**config.mk**
```make
export PLATFORM = sky130hd
export DESIGN_NAME = perf_run_ctrl
export DESIGN_NICKNAME = d
export VERILOG_FILES = /design/src/rtl/perf_run_ctrl.sv
export SDC_FILE = /design/constraint.sdc
export NUM_CORES = 1
export LEC_CHECK = 0
export ABC_AREA = 1
export BUFFER_PORTS_ARGS = -buffer_cell sky130_fd_sc_hd__buf_2
export CORE_UTILIZATION = 40
export CTS_CLUSTER_SIZE = 16
export DETAILED_ROUTE_END_ITERATION = 6
export GPL_ROUTABILITY_DRIVEN = 1
export GPL_TIMING_DRIVEN = 0
export REMOVE_ABC_BUFFERS = 1
export SETUP_SLACK_MARGIN = 0.5
export SLEW_MARGIN = 10
export SYNTH_ARGS = -nofsm -noshare
export SYNTH_HDL_FRONTEND = slang
export SYNTH_SLANG_ARGS = --single-unit
```
**constraint.sdc**
```tcl
create_clock -name clk -period 4.5 [get_ports clk]
set_input_delay 0.45 -clock clk [delete_from_list [all_inputs] [get_ports clk]]
set_output_delay 0.45 -clock clk [all_outputs]
set_load 0.01 [all_outputs]
```
**src/rtl/perf_run_ctrl.sv**
```systemverilog
// Run controller for the simulation harness: sequences IDLE/RUN/DRAIN/DONE and
// keeps saturating cycle, retired-instruction and stall counters behind a registered readout.
module perf_run_ctrl #(
  parameter int CNT_W        = 32,
  parameter int MAX_CYCLES   = 100000,
  parameter int DRAIN_CYCLES = 4
) (
  input  logic             clk,
  input  logic             reset,
  input  logic             start,
  input  logic             isHalt,
  input  logic             W_v,
  input  logic             stall,
  input  logic [1:0]       rd_sel,
  output logic [CNT_W-1:0] rd_data,
  output logic             running,
  output logic             done,
  output logic             timeout,
  output logic [CNT_W-1:0] cycle
);

  typedef enum logic [1:0] {
    S_IDLE  = 2'd0,
    S_RUN   = 2'd1,
    S_DRAIN = 2'd2,
    S_DONE  = 2'd3
  } state_e;

  localparam int DC_W = (DRAIN_CYCLES < 2) ? 1 : $clog2(DRAIN_CYCLES + 1);
  localparam logic [DC_W-1:0] DRAIN_LD = DC_W'(DRAIN_CYCLES);
  localparam logic [CNT_W:0]  MAX_C    = (CNT_W + 1)'(MAX_CYCLES);

  state_e           state_q, state_d;
  logic [CNT_W-1:0] cycle_q, cycle_d;
  logic [CNT_W-1:0] insn_q, insn_d;
  logic [CNT_W-1:0] stall_cnt_q, stall_cnt_d;
  logic             timeout_q, timeout_d;
  logic             running_q, running_d;
  logic             done_q, done_d;
  logic [DC_W-1:0]  drain_cnt_q, drain_cnt_d;
  logic [CNT_W-1:0] rd_data_q, rd_data_d;
  logic [CNT_W-1:0] status;
  logic             at_limit;

  // Counters stick at all-ones instead of wrapping.
  function automatic logic [CNT_W-1:0] sat_inc(input logic [CNT_W-1:0] v, input logic inc);
    return (inc && (v != '1)) ? v + 1'b1 : v;
  endfunction

  // Extra bit so a limit at 2^CNT_W can never alias onto a wrapped compare.
  assign at_limit = (({1'b0, cycle_q} + {{CNT_W{1'b0}}, 1'b1}) == MAX_C);

  always_comb begin
    state_d     = state_q;
    cycle_d     = cycle_q;
    insn_d      = insn_q;
    stall_cnt_d = stall_cnt_q;
    timeout_d   = timeout_q;
    drain_cnt_d = drain_cnt_q;
    case (state_q)
      S_IDLE, S_DONE: begin
        if (start) begin
          cycle_d     = '0;
          insn_d      = '0;
          stall_cnt_d = '0;
          timeout_d   = 1'b0;
          drain_cnt_d = '0;
          state_d     = S_RUN;
        end
      end
      S_RUN: begin
        cycle_d     = sat_inc(cycle_q, 1'b1);
        insn_d      = sat_inc(insn_q, W_v);
        stall_cnt_d = sat_inc(stall_cnt_q, stall);
        if (isHalt) begin
          if (DRAIN_CYCLES == 0) begin
            state_d = S_DONE;
          end else begin
            state_d     = S_DRAIN;
            drain_cnt_d = DRAIN_LD;
          end
        end else if (at_limit) begin
          state_d   = S_DONE;
          timeout_d = 1'b1;
        end
      end
      S_DRAIN: begin
        insn_d      = sat_inc(insn_q, W_v);
        drain_cnt_d = drain_cnt_q - 1'b1;
        if (drain_cnt_q == DC_W'(1)) state_d = S_DONE;
      end
      default: state_d = S_IDLE;
    endcase
  end

  assign running_d = (state_d == S_RUN) || (state_d == S_DRAIN);
  assign done_d    = (state_d == S_DONE);

  always_comb begin
    status      = '0;
    status[0]   = running_q;
    status[1]   = done_q;
    status[2]   = timeout_q;
    status[4:3] = state_q;
  end

  always_comb begin
    rd_data_d = status;
    case (rd_sel)
      2'd0:    rd_data_d = cycle_q;
      2'd1:    rd_data_d = insn_q;
      2'd2:    rd_data_d = stall_cnt_q;
      default: rd_data_d = status;
    endcase
  end

  always_ff @(posedge clk or posedge reset) begin
    if (reset) begin
      state_q     <= S_IDLE;
      cycle_q     <= '0;
      insn_q      <= '0;
      stall_cnt_q <= '0;
      timeout_q   <= 1'b0;
      running_q   <= 1'b0;
      done_q      <= 1'b0;
      drain_cnt_q <= '0;
      rd_data_q   <= '0;
    end else begin
      state_q     <= state_d;
      cycle_q     <= cycle_d;
      insn_q      <= insn_d;
      stall_cnt_q <= stall_cnt_d;
      timeout_q   <= timeout_d;
      running_q   <= running_d;
      done_q      <= done_d;
      drain_cnt_q <= drain_cnt_d;
      rd_data_q   <= rd_data_d;
    end
  end

  assign rd_data = rd_data_q;
  assign running = running_q;
  assign done    = done_q;
  assign timeout = timeout_q;
  assign cycle   = cycle_q;

endmodule

```
# [After elaboration in Yosys (flattened, before gate mapping)]
# Cells that the tools add are included.
[totals] input_bits=8 regBits=136
[op_classes] n_reduce_logical=13 n_mux=20 add_sub_neg=5 eq_ne=20
[ops] cell="32-bit case mux with 2 select lines" count=3
[ops] cell="32-bit two-way mux" count=4
[ops] cell="32-bit by 1-bit adder with 32-bit output (second input constant)" count=3
[ops] cell="32-bit inequality test (second input constant)" count=3
[ops] cell="32-bit case mux with 3 select lines" count=1
[ops] cell="32-bit by 1-bit adder with 33-bit output (second input constant)" count=1
[ops] cell="33-bit by 17-bit == test with 1-bit output (second input constant)" count=1
[ops] cell="2-bit inequality test (second input constant)" count=6
[ops] cell="2-bit == test (second input constant)" count=5
[ops] cell="3-bit case mux with 3 select lines" count=1
[ops] cell="2-bit two-way mux" count=4
[ops] cell="2-bit by 1-bit == test with 1-bit output (second input constant)" count=3
[ops] cell="3-bit two-way mux" count=2
[ops] cell="2-bit case mux with 3 select lines" count=1
[ops] cell="3-bit AND reduction" count=2
[ops] cell="2-bit logical NOT" count=2
[ops] cell="2-bit AND reduction" count=2
[ops] cell="4-bit AND reduction" count=1
[ops] cell="2-bit OR reduction" count=2
[ops] cell="3-bit by 1-bit == test with 1-bit output (second input constant)" count=1
[ops] cell="1-bit two-way mux" count=3
[ops] cell="3-bit by 1-bit subtractor with 3-bit output (second input constant)" count=1
[ops] cell="1-bit logical AND" count=2
[ops] cell="2-bit by 1-bit inequality test with 1-bit output (second input constant)" count=1
[ops] cell="3 further kinds" count=3

# [Depth between registers and ports, before layout]
[depth] word_depth=7 depth_mapped=16 depth_no_buf=16

# [Least setup slack after synthesis]
# OpenSTA, ideal clock, no wires.
[synth_timing] kind="reg2reg" start="register cycle_q[1] (netlist: cycle[1])" end="register running_q (netlist: running)" synth_period_minus_slack_ns=2.210 arrival_time_ns=2.084 n_path_buf=0 setup_ns=0.126 path_stages_with_launch=17 slack_ns=2.290 t_required_ns=4.374 path_cell_list="dfrtp_1 -> ha_1 -> nand2_2 -> nor2_2 -> nand2_2 -> nor2_4 -> nand2_2 -> nand2_1 -> nand2_1 -> nor2_1 -> nand2_1 -> nor2_1 -> nand3_1 -> nand2_1 -> nand2_1 -> a21oi_1 -> ha_1"
[synth_via] elab_chain_cells=7 elab_cells_between_ends=8 cone_classes="add/sub (1); eq/ne (3); mux (3); reduce/logical (1)"
[synth_rtl] item="start: declaration" line="34" source="logic [CNT_W-1:0] cycle_q, cycle_d;"
[synth_rtl] item="start signal: assignment" line="130" source="cycle_q <= cycle_d;"
[synth_rtl] item="32-bit by 1-bit adder with 33-bit output *" line="51" source="assign at_limit = (({1'b0, cycle_q} + {{CNT_W{1'b0}}, 1'b1}) == MAX_C);"
[synth_rtl] item="33-bit by 17-bit == test with 1-bit output *" line="51"
[synth_rtl] item="2-bit two-way mux *" line="82" source="end else if (at_limit) begin"
[synth_rtl] item="2-bit two-way mux *" line="75" source="if (isHalt) begin"
[synth_rtl] item="2-bit case mux with 3 select lines *" line="60" source="case (state_q)"
[synth_rtl] item="via state_d[0]" line="33" source="state_e state_q, state_d;"
[synth_rtl] item="2-bit by 1-bit == test with 1-bit output / 2-bit == test (equally long branches)" line="96" source="assign running_d = (state_d == S_RUN) || (state_d == S_DRAIN);"
[synth_rtl] item="1-bit logical OR *" line="96"
[synth_rtl] item="via running_d" line="38" source="logic running_q, running_d;"
[synth_rtl] item="end signal: assignment" line="134" source="running_q <= running_d;"
[synth_rtl] item="end: declaration" line="38"
# The timed path passes the listed nets; every way through them passes the cells marked *.
# A chain may end at the register's enable or synchronous reset.

# [Final worst setup path]
[layout_timing] start="register state_q[0]" end="register stall_cnt_q[9]"
[layout_via] elab_chain_cells=4 elab_cells_between_ends=9 cone_classes="eq/ne (4); mux (1); reduce/logical (4)"
[layout_rtl] item="start: declaration" line="33"
[layout_rtl] item="start signal: assignment" line="129" source="state_q <= state_d;"
[layout_rtl] item="2-bit == test / 2-bit logical NOT (equally long branches)" line="60"
[layout_rtl] item="2-bit OR reduction" line="60"
[layout_rtl] item="2-bit inequality test (no line) / 2-bit nonzero test (equally long branches)"
[layout_rtl] item="3-bit AND reduction (no line)"
[layout_rtl] item="end signal: assignment" line="132" source="stall_cnt_q <= stall_cnt_d;"
[layout_rtl] item="end: declaration" line="36" source="logic [CNT_W-1:0] stall_cnt_q, stall_cnt_d;"
# Parallel ways exist; a longest one is shown, timed or not.

==> results.yml <==
global_route:
  antenna_found_initial: 0
  first_global_vias: 7054
  grt_pass1_wl_um: 39700
  grt_max_degree: 78
  overflow: 0
  track_usage: 0.257
floorplan:
  design.die.area_um2: 20800
  core-area_um2: 19700
  die_x_um: 144
  start_util: 0.413
  io_pins: 75
  rows: 51
  die_y_um: 144
sta:
  period_share: 0.778
  setup_viol: 0
  finClkSkew_ns: 0.00754
  max_freq_mhz: 286
  fin_crit_ns: 3.50
  rsz0062_at_grt: "false"
  holdWs_ns: 0.0933
  slew_viol_final: 0
  hold_viol: 0
  layout_setup_ws_ns: 1.00
  setup_tns_ns: 0
  worst_slew_pin_slew_ns: 1.15
  max-slew-margin-rel: 0.230
placement:
  place_hpwl_um: 19100
  routabilityCongestion: 0.927
  io_buffers: 74
  pre_cts_ws_ns: 1.02
  place_area_um2: 8740
cts:
  clk_latency_ns: 0.43
  clkSinkCount: 136
  clk_path_buf_depth: 2
  ctsHoldBuffers: 0
  postCtsSetupRepairBufs: 0
  clk_pin_slew_ns: 0.06
  cts.repair.resized: 0
  cts-root-buf: "clkbuf_16"
  htree_levels: 4
  cts_buffers: 17
  cts_tree: "yes"
yosys:
  syn_inst: 1092
  synth.avg_cell_area_um2: 7.43
  ys_ff_latch: 136
  yosysTopAreaCellShare: 0.420
  ys_seq_area_frac: 0.420
  synth_ff_type: "dfrtp_1"
  synth_edf_count: 0
  yosysWarnings: 0
  netlist_area_um2: 8110
  yosys-top-cells-count: "nand2_1 (331), dfrtp_1 (136), nor2_1 (121), inv_1 (110), nand3_1 (57)"
  synth_top_area_cell: "dfrtp_1"
  async_reset_ff_frac: 1.00
  yosys-top-cells-area: "dfrtp_1 (42%), nand2_1 (15%), nor2_1 (5.6%), inv_1 (5.1%), xor2_1 (4.0%)"
  ys_types: 40
  yosysMostFrequentCell: "nand2_1"
worst_setup_path:
  cp.arrival_ns: 3.86
  timing.rr.end: "stall_cnt_q[9]$_DFFE_PP0P_"
  cp.required_ns: 4.86
  rrSetupSlack_ns: 1.00
  end_kind: "register"
  criticalPathCategory: "register to register"
  r2r_start: "state_q[0]$_DFF_PP0_"
  crit_fanout: 48
  crit_path_start_kind: "register"
  r2r.worst_path.cells: 11
detailed_routing:
  totalWireLength_um: 25100
  via_per_inst: 5.32
  ant_nets: 0
  drtIter0Drc: 566
  wire_per_inst_um: 17.4
  drc: 0
  vias: 7663
  dr.pass1.iters: 5
finish:
  drive_above_1_share: 0.138
  diodes: 0
  nNetsFinal: 1179
  stdcell_area_um2: 9380
  area_delta_synth_final_pct: 15.7
power:
  p_total_mw: 3.92
  p_leak_nw: 3.95
  power_density_nw_per_um2: 418
  vdd_drop_max_mv: 0.286
worst_hold_path:
  hold_class: "primary input to asynchronous set/reset pin"
flow_run:
  maxCapViolCount: 0
status:
  outcome: "finished clean"
## cell usage in the layout, fill, tap and decap left out, types with 4 or more instances in the layout
cell | Yosys | final
nor2_1 | 121 | 119
nor2_2 | 8 | 10
o21ai_1 | 9 | 9
o22ai_2 | 5 | 5
o211ai_1 | 6 | 6
xor2_1 | 37 | 37
o31ai_1 | 28 | 28
inv_1 | 110 | 109
a21oi_1 | 24 | 24
o21a_1 | 6 | 6
nand2_2 | 8 | 8
ha_1 | 8 | 8
dfrtp_1 | 136 | 136
nor4_1 | 9 | 9
nand2_1 | 331 | 331
nor3_1 | 39 | 39
nand4_1 | 21 | 21
o21ai_0 | 39 | 39
o21ai_2 | 11 | 11
clkbuf_16 | 0 | 17
bufinv_16 | 0 | 4
o221ai_1 | 17 | 17
nand3b_1 | 4 | 4
nand3_1 | 57 | 57
nor2_4 | 5 | 5
buf_2 | 5 | 74
inv_2 | 7 | 7
clkinv_4 | 0 | 4
## power by group
| part | internal [mW] | switching, mW |
|---|---|---|
| Sequential | 1.30 | 0.0636 |
| Combinational | 0.210 | 0.817 |
| Clock | 0.949 | 0.582 |
| Total | 2.45 | 1.46 |
## cell families after synthesis
logic type,Yosys count,synth area share
AND/OR/NAND/NOR,609,0.322
AO/OA/AOI/OAI,157,0.133
buffers and inverters,145,0.0728
flip-flops,136,0.420
XOR/XNOR,37,0.0400
adder cells (fa/ha/maj),8,0.0123
## area by class of cell
type	instances	area, um2
inverters	120	458
flip-flops and latches	136	3400
clock buffers	19	443
repair buffers	77	428
clock inverters	13	195
well taps	265	332
multi-input cells	811	4120
fillers	2020	10300
## how the worst max path moves through the flow
stage                          from                           to  slack (ns)  cells after the start
2_1_floorplan                 reset         cycle[0]$_DFFE_PP0P_        0.41                      1
3_3_place_gp                  reset  stall_cnt_q[31]$_DFFE_PP0P_       -1.37                      2
3_5_place_dp   state_q[0]$_DFF_PP0_   stall_cnt_q[9]$_DFFE_PP0P_        1.02                     11
4_1_cts        state_q[0]$_DFF_PP0_   stall_cnt_q[9]$_DFFE_PP0P_        0.98                     11
5_1_grt        state_q[0]$_DFF_PP0_   stall_cnt_q[9]$_DFFE_PP0P_        0.77                     11
6_report       state_q[0]$_DFF_PP0_   stall_cnt_q[9]$_DFFE_PP0P_        1.00                     11
## flip-flops by register name, indices dropped and copies added (netlist names)
| name | cells |
|---|---|
| stall_cnt_q | 32 |
| drain_cnt_q | 3 |
| cycle | 32 |
| done | 1 |
| running | 1 |
| state_q | 2 |
| insn_q | 32 |
| rd_data | 32 |
| timeout | 1 |
## stage by stage
stage / std cells / utilization
after global placement: 1406 / 0.441
after CTS: 1441 / 0.477
after floorplan: 1067 / -
after global routing: 1441 / 0.477
after detailed placement: 1409 / 0.445
final: 1441 / 0.477
## per-layer routing
| metal | global-route usage | wire length (um) | vias to the layer above |
|---|---|---|---|
| met2 | 0.411 | 11500 | 257 |
| met3 | 0.0464 | 1420 | 38 |
| met5 | 0 | 0 | - |
| met4 | 0.0670 | 427 | 0 |
| met1 | 0.356 | 11700 | 3594 |
| li1 | - | - | 3774 |
## worst max-delay path: stages, from the launching register on
cell and delay, ns:
dfrtp_1 0.37, inv_1 0.10, ha_1 0.51, nand2_1 0.56
o21ai_1 0.38, nand2_1 0.23, a31oi_4 0.10, nor2_4 0.83
nor2_1 0.12, nand2_1 0.10, nand2_1 0.05, nor2_1 0.08
(Power assumes the default switching activity.)
